### config.mk
export PLATFORM = sky130hd
export DESIGN_NAME = alu_pipe
export DESIGN_NICKNAME = d
export VERILOG_FILES = /design/src/rtl/alu_pkg.sv /design/src/rtl/alu_mul_iter.sv /design/src/rtl/alu_pipe.sv
export SDC_FILE = /design/constraint.sdc
export NUM_CORES = 1
export LEC_CHECK = 0
export BUFFER_PORTS_ARGS = -buffer_cell sky130_fd_sc_hd__buf_2
export CELL_PAD_IN_SITES_DETAIL_PLACEMENT = 1
export CELL_PAD_IN_SITES_GLOBAL_PLACEMENT = 1
export CORE_ASPECT_RATIO = 0.5
export CORE_MARGIN = 10
export CORE_UTILIZATION = 40
export DETAILED_ROUTE_END_ITERATION = 16
export PLACE_DENSITY = 0.75
export SLEW_MARGIN = 20
export SYNTH_ARGS = -nofsm -noshare
export SYNTH_HDL_FRONTEND = slang
export SYNTH_SLANG_ARGS = --single-unit
export TNS_END_PERCENT = 1
### constraint.sdc
create_clock -name clk -period 8.6 [get_ports clk]
set_input_delay 0.86 -clock clk [delete_from_list [all_inputs] [get_ports clk]]
set_output_delay 0.86 -clock clk [all_outputs]
set_load 0.02 [all_outputs]
### src/rtl/alu_pkg.sv
// alu_pkg: shared definitions for the pipelined ALU.
//   ALU_OP_W    - opcode width used by alu_op_e
//   alu_op_e    - opcode encoding; values 10..15 are illegal and yield a zero result
//   alu_state_e - top-level control states (IDLE, MUL)
package alu_pkg;

  localparam int ALU_OP_W = 4;

  typedef enum logic [ALU_OP_W-1:0] {
    OP_ADD = 4'd0,
    OP_SUB = 4'd1,
    OP_AND = 4'd2,
    OP_OR  = 4'd3,
    OP_SLL = 4'd4,
    OP_ROL = 4'd5,
    OP_SRL = 4'd6,
    OP_SRA = 4'd7,
    OP_XOR = 4'd8,
    OP_MUL = 4'd9
  } alu_op_e;

  typedef enum logic [0:0] {
    ST_IDLE = 1'b0,
    ST_MUL  = 1'b1
  } alu_state_e;

endpackage

### src/rtl/alu_mul_iter.sv
// alu_mul_iter: unsigned shift-add multiplier, one partial-product step per clock.
//   clk, rst_n  - clock, asynchronous active-low reset
//   start_i     - load operands and perform the first step on this edge
//   a_i, b_i    - multiplicand / multiplier, sampled when start_i is high
//   done_o      - all DATA_W steps complete; product_o is final this cycle
//   product_o   - 2*DATA_W-bit product {hi, lo}
// The first step is folded into the start edge so that done_o is high in the
// cycle just before edge start+DATA_W, letting the consumer register the
// product on exactly that edge.
module alu_mul_iter #(
  parameter int DATA_W = 32
) (
  input  logic                  clk,
  input  logic                  rst_n,
  input  logic                  start_i,
  input  logic [DATA_W-1:0]     a_i,
  input  logic [DATA_W-1:0]     b_i,
  output logic                  done_o,
  output logic [2*DATA_W-1:0]   product_o
);

  localparam int CNT_W = $clog2(DATA_W) + 1;
  localparam logic [CNT_W-1:0] LAST_STEP = CNT_W'(DATA_W);

  logic [DATA_W-1:0]   a_q, a_d;
  logic [2*DATA_W-1:0] prod_q, prod_d;
  logic [CNT_W-1:0]    cnt_q, cnt_d;
  logic                run_q, run_d;

  // One shift-add step: conditionally add A into the high half, then shift
  // the whole {carry, hi, lo} right by one; the multiplier drains out of lo.
  function automatic logic [2*DATA_W-1:0] mul_step(
    input logic [DATA_W-1:0] hi,
    input logic [DATA_W-1:0] lo,
    input logic [DATA_W-1:0] a
  );
    logic [DATA_W:0] sum;
    sum = {1'b0, hi} + (lo[0] ? {1'b0, a} : {(DATA_W+1){1'b0}});
    return {sum, lo[DATA_W-1:1]};
  endfunction

  // Step sequencing: start loads and performs step 1, then one step per cycle.
  always_comb begin
    a_d    = a_q;
    prod_d = prod_q;
    cnt_d  = cnt_q;
    run_d  = run_q;
    if (start_i) begin
      a_d    = a_i;
      prod_d = mul_step({DATA_W{1'b0}}, b_i, a_i);
      cnt_d  = {{(CNT_W-1){1'b0}}, 1'b1};
      run_d  = 1'b1;
    end else if (run_q && (cnt_q != LAST_STEP)) begin
      prod_d = mul_step(prod_q[2*DATA_W-1:DATA_W], prod_q[DATA_W-1:0], a_q);
      cnt_d  = cnt_q + {{(CNT_W-1){1'b0}}, 1'b1};
    end else if (run_q) begin
      run_d  = 1'b0;
    end else begin
      run_d  = 1'b0;
    end
  end

  // Multiplier state registers.
  always_ff @(posedge clk or negedge rst_n) begin
    if (!rst_n) begin
      a_q    <= {DATA_W{1'b0}};
      prod_q <= {(2*DATA_W){1'b0}};
      cnt_q  <= {CNT_W{1'b0}};
      run_q  <= 1'b0;
    end else begin
      a_q    <= a_d;
      prod_q <= prod_d;
      cnt_q  <= cnt_d;
      run_q  <= run_d;
    end
  end

  assign done_o    = run_q && (cnt_q == LAST_STEP);
  assign product_o = prod_q;

endmodule

### src/rtl/alu_pipe.sv
// alu_pipe: single-issue ALU with a registered valid/ready output stage.
//   clk, rst_n        - clock, asynchronous active-low reset
//   in_valid/in_ready - request handshake (accepted when both high at posedge)
//   op, src1, src2    - opcode and operands (src2 low bits = shift amount)
//   out_valid/ready   - result handshake; outputs hold while stalled
//   alu_result        - registered result
//   overflow, zero    - registered flags
//   busy              - iterative multiply in progress
// Non-MUL ops complete in one cycle; MUL runs DATA_W cycles in alu_mul_iter.
module alu_pipe
  import alu_pkg::*;
#(
  parameter int DATA_W = 32,
  parameter int OP_W   = ALU_OP_W
) (
  input  logic              clk,
  input  logic              rst_n,
  input  logic              in_valid,
  output logic              in_ready,
  input  logic [OP_W-1:0]   op,
  input  logic [DATA_W-1:0] src1,
  input  logic [DATA_W-1:0] src2,
  output logic              out_valid,
  input  logic              out_ready,
  output logic [DATA_W-1:0] alu_result,
  output logic              overflow,
  output logic              zero,
  output logic              busy
);

  localparam int SH_W = $clog2(DATA_W);
  localparam int MSB  = DATA_W - 1;

  alu_state_e          state_q, state_d;
  logic                valid_q, valid_d;
  logic [DATA_W-1:0]   result_q, result_d;
  logic                ovf_q, ovf_d;
  logic                zero_q, zero_d;

  logic [ALU_OP_W-1:0] op_s;
  logic [SH_W-1:0]     shamt_s;
  logic [2*DATA_W-1:0] rot_s;
  logic [DATA_W-1:0]   res_s;
  logic                ovf_s;
  logic                accept_s;
  logic                mul_start_s;
  logic                mul_done_s;
  logic [2*DATA_W-1:0] product_s;

  assign op_s        = op[ALU_OP_W-1:0];
  assign shamt_s     = src2[SH_W-1:0];
  assign in_ready    = (state_q == ST_IDLE) && (!valid_q || out_ready);
  assign accept_s    = in_valid && in_ready;
  assign mul_start_s = accept_s && (op_s == OP_MUL);

  alu_mul_iter #(.DATA_W(DATA_W)) u_mul (
    .clk       (clk),
    .rst_n     (rst_n),
    .start_i   (mul_start_s),
    .a_i       (src1),
    .b_i       (src2),
    .done_o    (mul_done_s),
    .product_o (product_s)
  );

  // Single-cycle datapath for every opcode except MUL.
  always_comb begin
    res_s = {DATA_W{1'b0}};
    ovf_s = 1'b0;
    // Rotate: shift a doubled copy so wrapped bits land in the upper half.
    rot_s = {src1, src1} << shamt_s;
    case (op_s)
      OP_ADD: begin
        res_s = src1 + src2;
        ovf_s = (src1[MSB] == src2[MSB]) && (res_s[MSB] != src1[MSB]);
      end
      OP_SUB: begin
        res_s = src1 - src2;
        ovf_s = (src1[MSB] != src2[MSB]) && (res_s[MSB] != src1[MSB]);
      end
      OP_AND:  res_s = src1 & src2;
      OP_OR:   res_s = src1 | src2;
      OP_XOR:  res_s = src1 ^ src2;
      OP_SLL:  res_s = src1 << shamt_s;
      OP_ROL:  res_s = rot_s[2*DATA_W-1:DATA_W];
      OP_SRL:  res_s = src1 >> shamt_s;
      OP_SRA:  res_s = DATA_W'($signed(src1) >>> shamt_s);
      default: begin
        res_s = {DATA_W{1'b0}};
        ovf_s = 1'b0;
      end
    endcase
  end

  // Control FSM and output-register next state.
  always_comb begin
    state_d  = state_q;
    valid_d  = valid_q;
    result_d = result_q;
    ovf_d    = ovf_q;
    zero_d   = zero_q;
    case (state_q)
      ST_IDLE: begin
        if (mul_start_s) begin
          state_d = ST_MUL;
          valid_d = 1'b0;
        end else if (accept_s) begin
          valid_d  = 1'b1;
          result_d = res_s;
          ovf_d    = ovf_s;
          zero_d   = (res_s == {DATA_W{1'b0}});
        end else if (valid_q && out_ready) begin
          valid_d = 1'b0;
        end else begin
          valid_d = valid_q;
        end
      end
      ST_MUL: begin
        if (mul_done_s) begin
          state_d  = ST_IDLE;
          valid_d  = 1'b1;
          result_d = product_s[DATA_W-1:0];
          ovf_d    = |product_s[2*DATA_W-1:DATA_W];
          zero_d   = (product_s[DATA_W-1:0] == {DATA_W{1'b0}});
        end else begin
          state_d = ST_MUL;
        end
      end
      default: begin
        state_d = ST_IDLE;
        valid_d = 1'b0;
      end
    endcase
  end

  // State and output registers.
  always_ff @(posedge clk or negedge rst_n) begin
    if (!rst_n) begin
      state_q  <= ST_IDLE;
      valid_q  <= 1'b0;
      result_q <= {DATA_W{1'b0}};
      ovf_q    <= 1'b0;
      zero_q   <= 1'b0;
    end else begin
      state_q  <= state_d;
      valid_q  <= valid_d;
      result_q <= result_d;
      ovf_q    <= ovf_d;
      zero_q   <= zero_d;
    end
  end

  assign out_valid  = valid_q;
  assign alu_result = result_q;
  assign overflow   = ovf_q;
  assign zero       = zero_q;
  assign busy       = (state_q == ST_MUL);

endmodule

==> impl_metrics.json, run 1 <==
{
  "outcome": "complete, no violations",
  "cp_num_buf_inv": 2,
  "start_kind": "primary input",
  "critPathKind": "primary input to register",
  "drt-total-wl_mm": 89.70,
  "synth.area.mux_share_pct": 14.66,
  "wl_met1_mm": 36.71,
  "worst_pin_slew_ps": 1137,
  "crit_path_start": "src2[1]",
  "rsz0062_at_grt": "no",
  "timing.fmax_mhz": 184.9,
  "die_w_um": 324.9,
  "synth_compound_area_share_pct": 27.50,
  "dr.max_layer_used": "met5",
  "clk_pin_slew_worst_paths_ps": 80,
  "crit_arrival_ps": 5790,
  "yosys_warnings": 0,
  "cts_buffers": 17,
  "root_buffer": "clkbuf_16",
  "postCtsHoldBufs": 0,
  "finalHoldViolCount": 0,
  "p_per_area_nw_per_um2": 151.2,
  "coreArea_um2": 45560,
  "synth_area_um2": 18600,
  "dr_wl_met2_mm": 36.43,
  "detailedRoute.firstPassIterationCount": 8,
  "slew_headroom_pct": 24.19,
  "start_util_pct": 40.82,
  "synth-simple-area-share_pct": 21.14,
  "synth_top_family_by_area": "compound AO/OA/AOI/OAI gates",
  "wl_met3_mm": 12.82,
  "async_reset_ff_share_pct": 100.0,
  "p_leak_nw": 8.643,
  "grt_first_pass_wirelength_mm": 133.2,
  "dieArea_um2": 56040,
  "fin_util_pct": 43.80,
  "synth-edff-count": 0,
  "peakVddDrop_v": 0.0001181,
  "vias_per_cell": 6.919,
  "cts-htree-levels": 4,
  "total_power_mw": 3.018,
  "vias": 20740,
  "drive_gt1_share_pct": 13.68,
  "dp_hpwl_mm": 66.23,
  "layout_min_cycle_time_ps": 5409,
  "cp_max_fo": 27,
  "timing.setup.tns_ps": 0,
  "synthAdderAreaFrac_pct": 9.069,
  "reg2reg_slack_ps": 4250,
  "finClkSkew_ps": 21.63,
  "nets": 2560,
  "pre_cts_ws_ps": 2944,
  "antenna_found_initial": 5,
  "drv_cap": 0,
  "io_pins": 109,
  "die_y_um": 172.5,
  "path_cells": "buf_2 > inv_1 > ha_1 > nor2_1 > o311ai_1 > a2111oi_4 > nand2_1 > o21ai_1 > o211a_1 > a211oi_1 > a311oi_1 > o32ai_1 > mux2i_1 > o21ai_0",
  "grt_max_degree": 88,
  "regToRegEndpoint": "u_mul.product_o[63]",
  "slowest_delay_ps": 830,
  "clock-sinks": 139,
  "cp.required_ps": 8980,
  "slew_viol_final": 0,
  "postCtsSetupBuffers": 0,
  "grt.total_usage_pct": 30.86,
  "slowest_stage": "o32ai_1",
  "hp-class": "primary input to async pin",
  "synth_cell_types": 106,
  "fin_crit_sh_pct": 62.90,
  "syn2layout_area_growth_pct": 7.293,
  "cp-endpoint": "alu_result[29]",
  "setup_slack_ps": 3191,
  "tritoncts": "yes",
  "ys_seq_area_share_pct": 18.70,
  "synthXorXnorAreaFrac_pct": 1.695,
  "synth.top_cell.area_share_pct": 18.70,
  "worstReg2RegStart": "u_mul.product_o[0]",
  "ctsResizeCount": 0,
  "grt-ovfl-total": 0,
  "synth_area_leader_cell": "dfrtp_1",
  "ant_nets": 0,
  "cts.path.max_buffers": 2,
  "rows": 55,
  "crit_family": "compound AO/OA/AOI/OAI gates",
  "synthTopCellsByArea": "dfrtp_1 19%, mux4_2 9.0%, ha_1 8.7%, nand2_1 6.0%, a21oi_1 5.0%",
  "endpoint_kind": "register",
  "portBuffers": 108,
  "ys.flop_type": "dfrtp_1",
  "netlist_instances": 2400,
  "post_drt_wl_per_cell_um": 29.93,
  "ys_seq_elements": 139,
  "synth_nets": 2605,
  "reg2reg_depth": 16,
  "synthesis.area_per_instance_um2": 7.749,
  "setup_viol": 0,
  "num-fill-cells": 5721,
  "clk_latency_ps": 470,
  "gp_congestion": 1.104,
  "drt-initial-drc-count": 2884,
  "cp_num_cells": 14,
  "drc_errors": 0,
  "grt_pass1_vias": 20390
}
logic make-up after synthesis:
logic type,after synthesis
adders and majority gates,133
AOI/OAI and AO/OA,764
muxes,175
DFF,139
xor gates and xnor gates,36
and+or+nand+nor,834
buffers and inverters,319
how the worst min path moves through the flow:
stage | from | end | slack, ps | cells past startpoint
6_report | rst_n | u_mul.product_o[5] | 400 | 1
5_1_grt | rst_n | u_mul.product_o[5] | 480 | 1
4_1_cts | rst_n | u_mul.product_o[5] | 460 | 1
3_5_place_dp | u_mul.a_q[2] | u_mul.a_q[2] | 460 | 2
3_3_place_gp | u_mul.a_q[14] | u_mul.a_q[14] | 450 | 2
2_1_floorplan | u_mul.a_q[28] | u_mul.a_q[28] | 440 | 2
power by group:
| part | internal [mW] | switching [mW] |
|---|---|---|
| logic | 0.444 | 0.856 |
| clock network | 0.415 | 0.383 |
| registers | 0.784 | 0.136 |
| total | 1.64 | 1.37 |
layout by cell type, fill, tap and decap left out, types with 17 or more instances in the layout:
cell and instances:
a21o_1 34, dfrtp_1 138, a21oi_1 184, nand2_1 297, ha_1 130, xnor2_1 20
clkbuf_16 17, nor4_1 34, o211ai_1 38, o22ai_1 18, nor2b_1 21, a211oi_1 29
o221ai_1 19, nor3_1 49, nand4_1 22, buf_2 105, o21ai_0 163, mux2_2 19
buf_4 37, a31oi_1 49, mux4_2 74, nand3_1 71, nor2_1 209, inv_1 107
and2_1 41, mux2i_1 71, o31ai_1 20
metal layers:
layer	vias to the layer above	track usage, %
li1	8829	-
met1	10200	40.84
met2	1424	44.85
met3	279	11.53
met4	6	12.26
met5	-	0
sequential cells by signal, summed over array words and instances, names as in the netlist:
name             cells
u_mul.cnt_q          6
zero                 1
alu_result          32
u_mul.product_o     64
u_mul.a_q           32
overflow             1
u_mul.run_q          1
out_valid            1
busy                 1
cell usage after synthesis, drive strengths merged (10+ instances only):
cell       n
or3       11
a221oi    17
nor3      50
o21a      11
dfrtp    139
a21o      34
nor2     210
inv      110
a21oi    185
mux2      30
o31ai     21
o21bai    10
xnor2     20
nand4     22
ha       130
o211ai    39
nand3     73
a2111oi   10
a21boi    11
xor2      16
and2      42
mux2i     71
or2       10
a31oi     49
a32oi     13
nor4      37
nand2b    12
o21ai    178
clkbuf   144
mux4      74
o22ai     18
a211oi    32
a22oi     15
o221ai    19
nor2b     22
nand2    297
buf       64
layout make-up:
cell class	count	area (um2)	area share [%]
Timing Repair Buffer	144	825.8	4.138
Antenna cell	2	5.005	0.02508
Inverter	111	416.7	2.088
Clock inverter	15	171.4	0.8590
Tap cell	627	784.5	3.932
Multi-Input combinational cell	1942	13850	69.39
Sequential cell	139	3480	17.44
Clock buffer	17	425.4	2.132
metrics by stage:
stage	instances	instance area, um2	hold slack [ps]
floorplan	2400	18600	441.8
global placement	2963	19350	454.9
detailed placement	2963	19350	463.7
CTS	2995	19950	462.7
global route	2996	19950	478.8
finish	2997	19950	396.5
worst reg2reg max path, cell delays in order, from the launching register on:
cell and delay (ps):
dfrtp_1 510, and2_1 210, ha_1 210, inv_1 80
fa_1 190, nor2b_1 60, o21ai_0 210, a21boi_0 240
o41ai_1 540, a21oi_1 140, nand4b_1 260, a41oi_1 390
nor2_1 110, a221oi_1 490, nor2_1 90, a2111oi_0 390
o31ai_1 110
Note: power is estimated with default switching activity, not from simulation.
==> run 2: changes to the inputs <==
==> constraint.sdc (replaced) <==
create_clock -name clk -period 5.55 [get_ports clk]
set_input_delay 0.555 -clock clk [delete_from_list [all_inputs] [get_ports clk]]
set_output_delay 0.555 -clock clk [all_outputs]
set_load 0.02 [all_outputs]
==> run 2 against run 1 <==
The run now ends with hold timing left. Utilization rose by 0.98 points. Die area unchanged. Final cell count rose by 1.6%. Total power grew 61%.
==> impl_metrics.json, run 2 (synthesis gave the netlist of run 1 again) <==
{
  "outcome": "finished with violations",
  "violations": "hold timing",
  "finalHoldViolCount": 2,
  "die_w_um": 324.9,
  "setup_viol": 0,
  "crit_arrival_ps": 5040,
  "whs_ps": -2.982,
  "fin_util_pct": 44.78,
  "io_pins": 109,
  "reg2reg_slack_ps": 1160,
  "clk_pin_slew_worst_paths_ps": 90,
  "comb_power_share_pct": 42.4,
  "worst_pin_slew_ps": 1103,
  "p_per_area_nw_per_um2": 238.8,
  "slowest_delay_ps": 550,
  "start_kind": "primary input",
  "total_power_mw": 4.872,
  "cts.path.max_buffers": 2,
  "reg2reg_depth": 17,
  "detailedRoute.firstPassIterationCount": 5,
  "clock-sinks": 139,
  "start_util_pct": 40.82,
  "hp-class": "primary input to async pin",
  "crit_family": "simple AND/OR/NAND/NOR gates",
  "internal_power_mw": 2.759,
  "ctsResizeCount": 0,
  "slowest_stage": "buf_4",
  "cts_buffers": 17,
  "slew_headroom_pct": 25.56,
  "root_buffer": "clkbuf_16",
  "postCtsHoldBufs": 0,
  "layout_commonest_cell": "nand2_1",
  "grt_pass1_vias": 20660,
  "peakVddDrop_v": 0.0002413,
  "ant_nets": 0,
  "dp_hpwl_mm": 71.91,
  "grt.total_usage_pct": 32.88,
  "antenna_found_initial": 5,
  "endpoint_kind": "register",
  "syn2layout_area_growth_pct": 9.701,
  "die_y_um": 172.5,
  "cp.required_ps": 5930,
  "portBuffers": 108,
  "timing.setup.tns_ps": 0,
  "p_seq_share_pct": 29.3,
  "rsz0062_at_grt": "no",
  "dieArea_um2": 56040,
  "seqCellArea_um2": 3480,
  "grt_first_pass_wirelength_mm": 139.7,
  "worstReg2RegStart": "u_mul.product_o[0]",
  "grt-ovfl-total": 0,
  "post_drt_wl_per_cell_um": 31.30,
  "cp_num_buf_inv": 2,
  "netSwitchingPower_mw": 2.113,
  "slew_viol_final": 0,
  "drt-initial-drc-count": 3058,
  "nets": 2605,
  "largest_reg_flops": 64,
  "cp_max_fo": 43,
  "path_cells": "buf_6 > buf_4 > mux2_4 > a22oi_1 > o21ai_0 > o2bb2ai_1 > o32a_1 > nor3_1 > nand4_1 > nor3_1 > nand4_1 > nor4_2 > nand4b_1 > o31ai_2",
  "gp_congestion": 1.044,
  "regToRegEndpoint": "u_mul.product_o[63]",
  "timing.fmax_mhz": 214.7,
  "rows": 55,
  "num-fill-cells": 5655,
  "finClkSkew_ps": 34.07,
  "vias": 21020,
  "drc_errors": 0,
  "coreArea_um2": 45560,
  "critPathKind": "primary input to register",
  "grt_max_degree": 76,
  "drive_gt1_share_pct": 15.25,
  "drt-total-wl_mm": 95.29,
  "clk_latency_ps": 490,
  "cts-htree-levels": 4,
  "layout_common_cells": "297 x nand2_1, 209 x nor2_1, 184 x a21oi_1",
  "p_leak_nw": 8.906,
  "drv_cap": 0,
  "vias_per_cell": 6.906,
  "fin_crit_sh_pct": 83.94,
  "layout_min_cycle_time_ps": 4659,
  "sw_frac_of_total_pct": 43.37,
  "postCtsSetupBuffers": 0,
  "multi_input_area_um2": 13850,
  "tritoncts": "yes",
  "power_frac_clock_pct": 28.3
}
## run 2: cell count changes in the layout (fill, tap and decap cells not counted), sizes merged
cell,delta
diode,+2
bufinv,+4
clkbuf,+3
clkinv,-1
clkinvlp,-1
buf,+45
inv,-5
## run 2: metal layers
metal	track usage (%)	vias to the layer above	share of wire, %
met3	11.12	203	13
met2	47.65	1256	41
met4	10.57	2	3.3
li1	-	8908	-
met1	45.01	10650	43
met5	2.527	-	0.20
## run 2: power by group through the flow
| stage | Combinational [mW] | Sequential [mW] | Clock [mW] |
|---|---|---|---|
| final | 2.07 | 1.43 | 1.38 |
| after global routing | 2.20 | 1.45 | 1.44 |
| after CTS | 2.01 | 1.42 | 1.39 |
| after detailed placement | 2.00 | 1.44 | 0 |
| after global placement | 1.96 | 1.43 | 0 |
| after floorplan | 1.21 | 1.45 | 0 |
## run 2: how the worst max path moves through the flow
stage | startpoint | end | slack [ps] | cells after the start
2_1_floorplan | src2[1] | zero | 1120 | 17
3_3_place_gp | src2[0] | zero | 690 | 13
3_5_place_dp | src2[0] | zero | 660 | 13
4_1_cts | src2[0] | zero | 1120 | 13
5_1_grt | src1[9] | zero | 670 | 15
6_report | src2[0] | zero | 890 | 14
## run 2: layout make-up
| cell class | instances | area share (%) |
|---|---|---|
| diodes | 4 | 0.04906 |
| clock inverters | 12 | 1.012 |
| flip-flops and latches | 139 | 17.06 |
| multi-input cells | 1942 | 67.87 |
| inverters | 111 | 2.042 |
| repair buffers | 189 | 5.887 |
| clock buffers | 20 | 2.238 |
| well taps | 627 | 3.845 |
## run 2: per-stage QoR
step	area, um2	setup slack (ps)	std cells	hold slack, ps
floorplan	18600	1124	2400	259.4
global placement	19730	686.7	3008	454.5
detailed placement	19730	662.8	3008	464.7
CTS	20390	1119	3040	12.45
global route	20390	669.7	3040	10.56
finish	20400	891.5	3044	-2.982
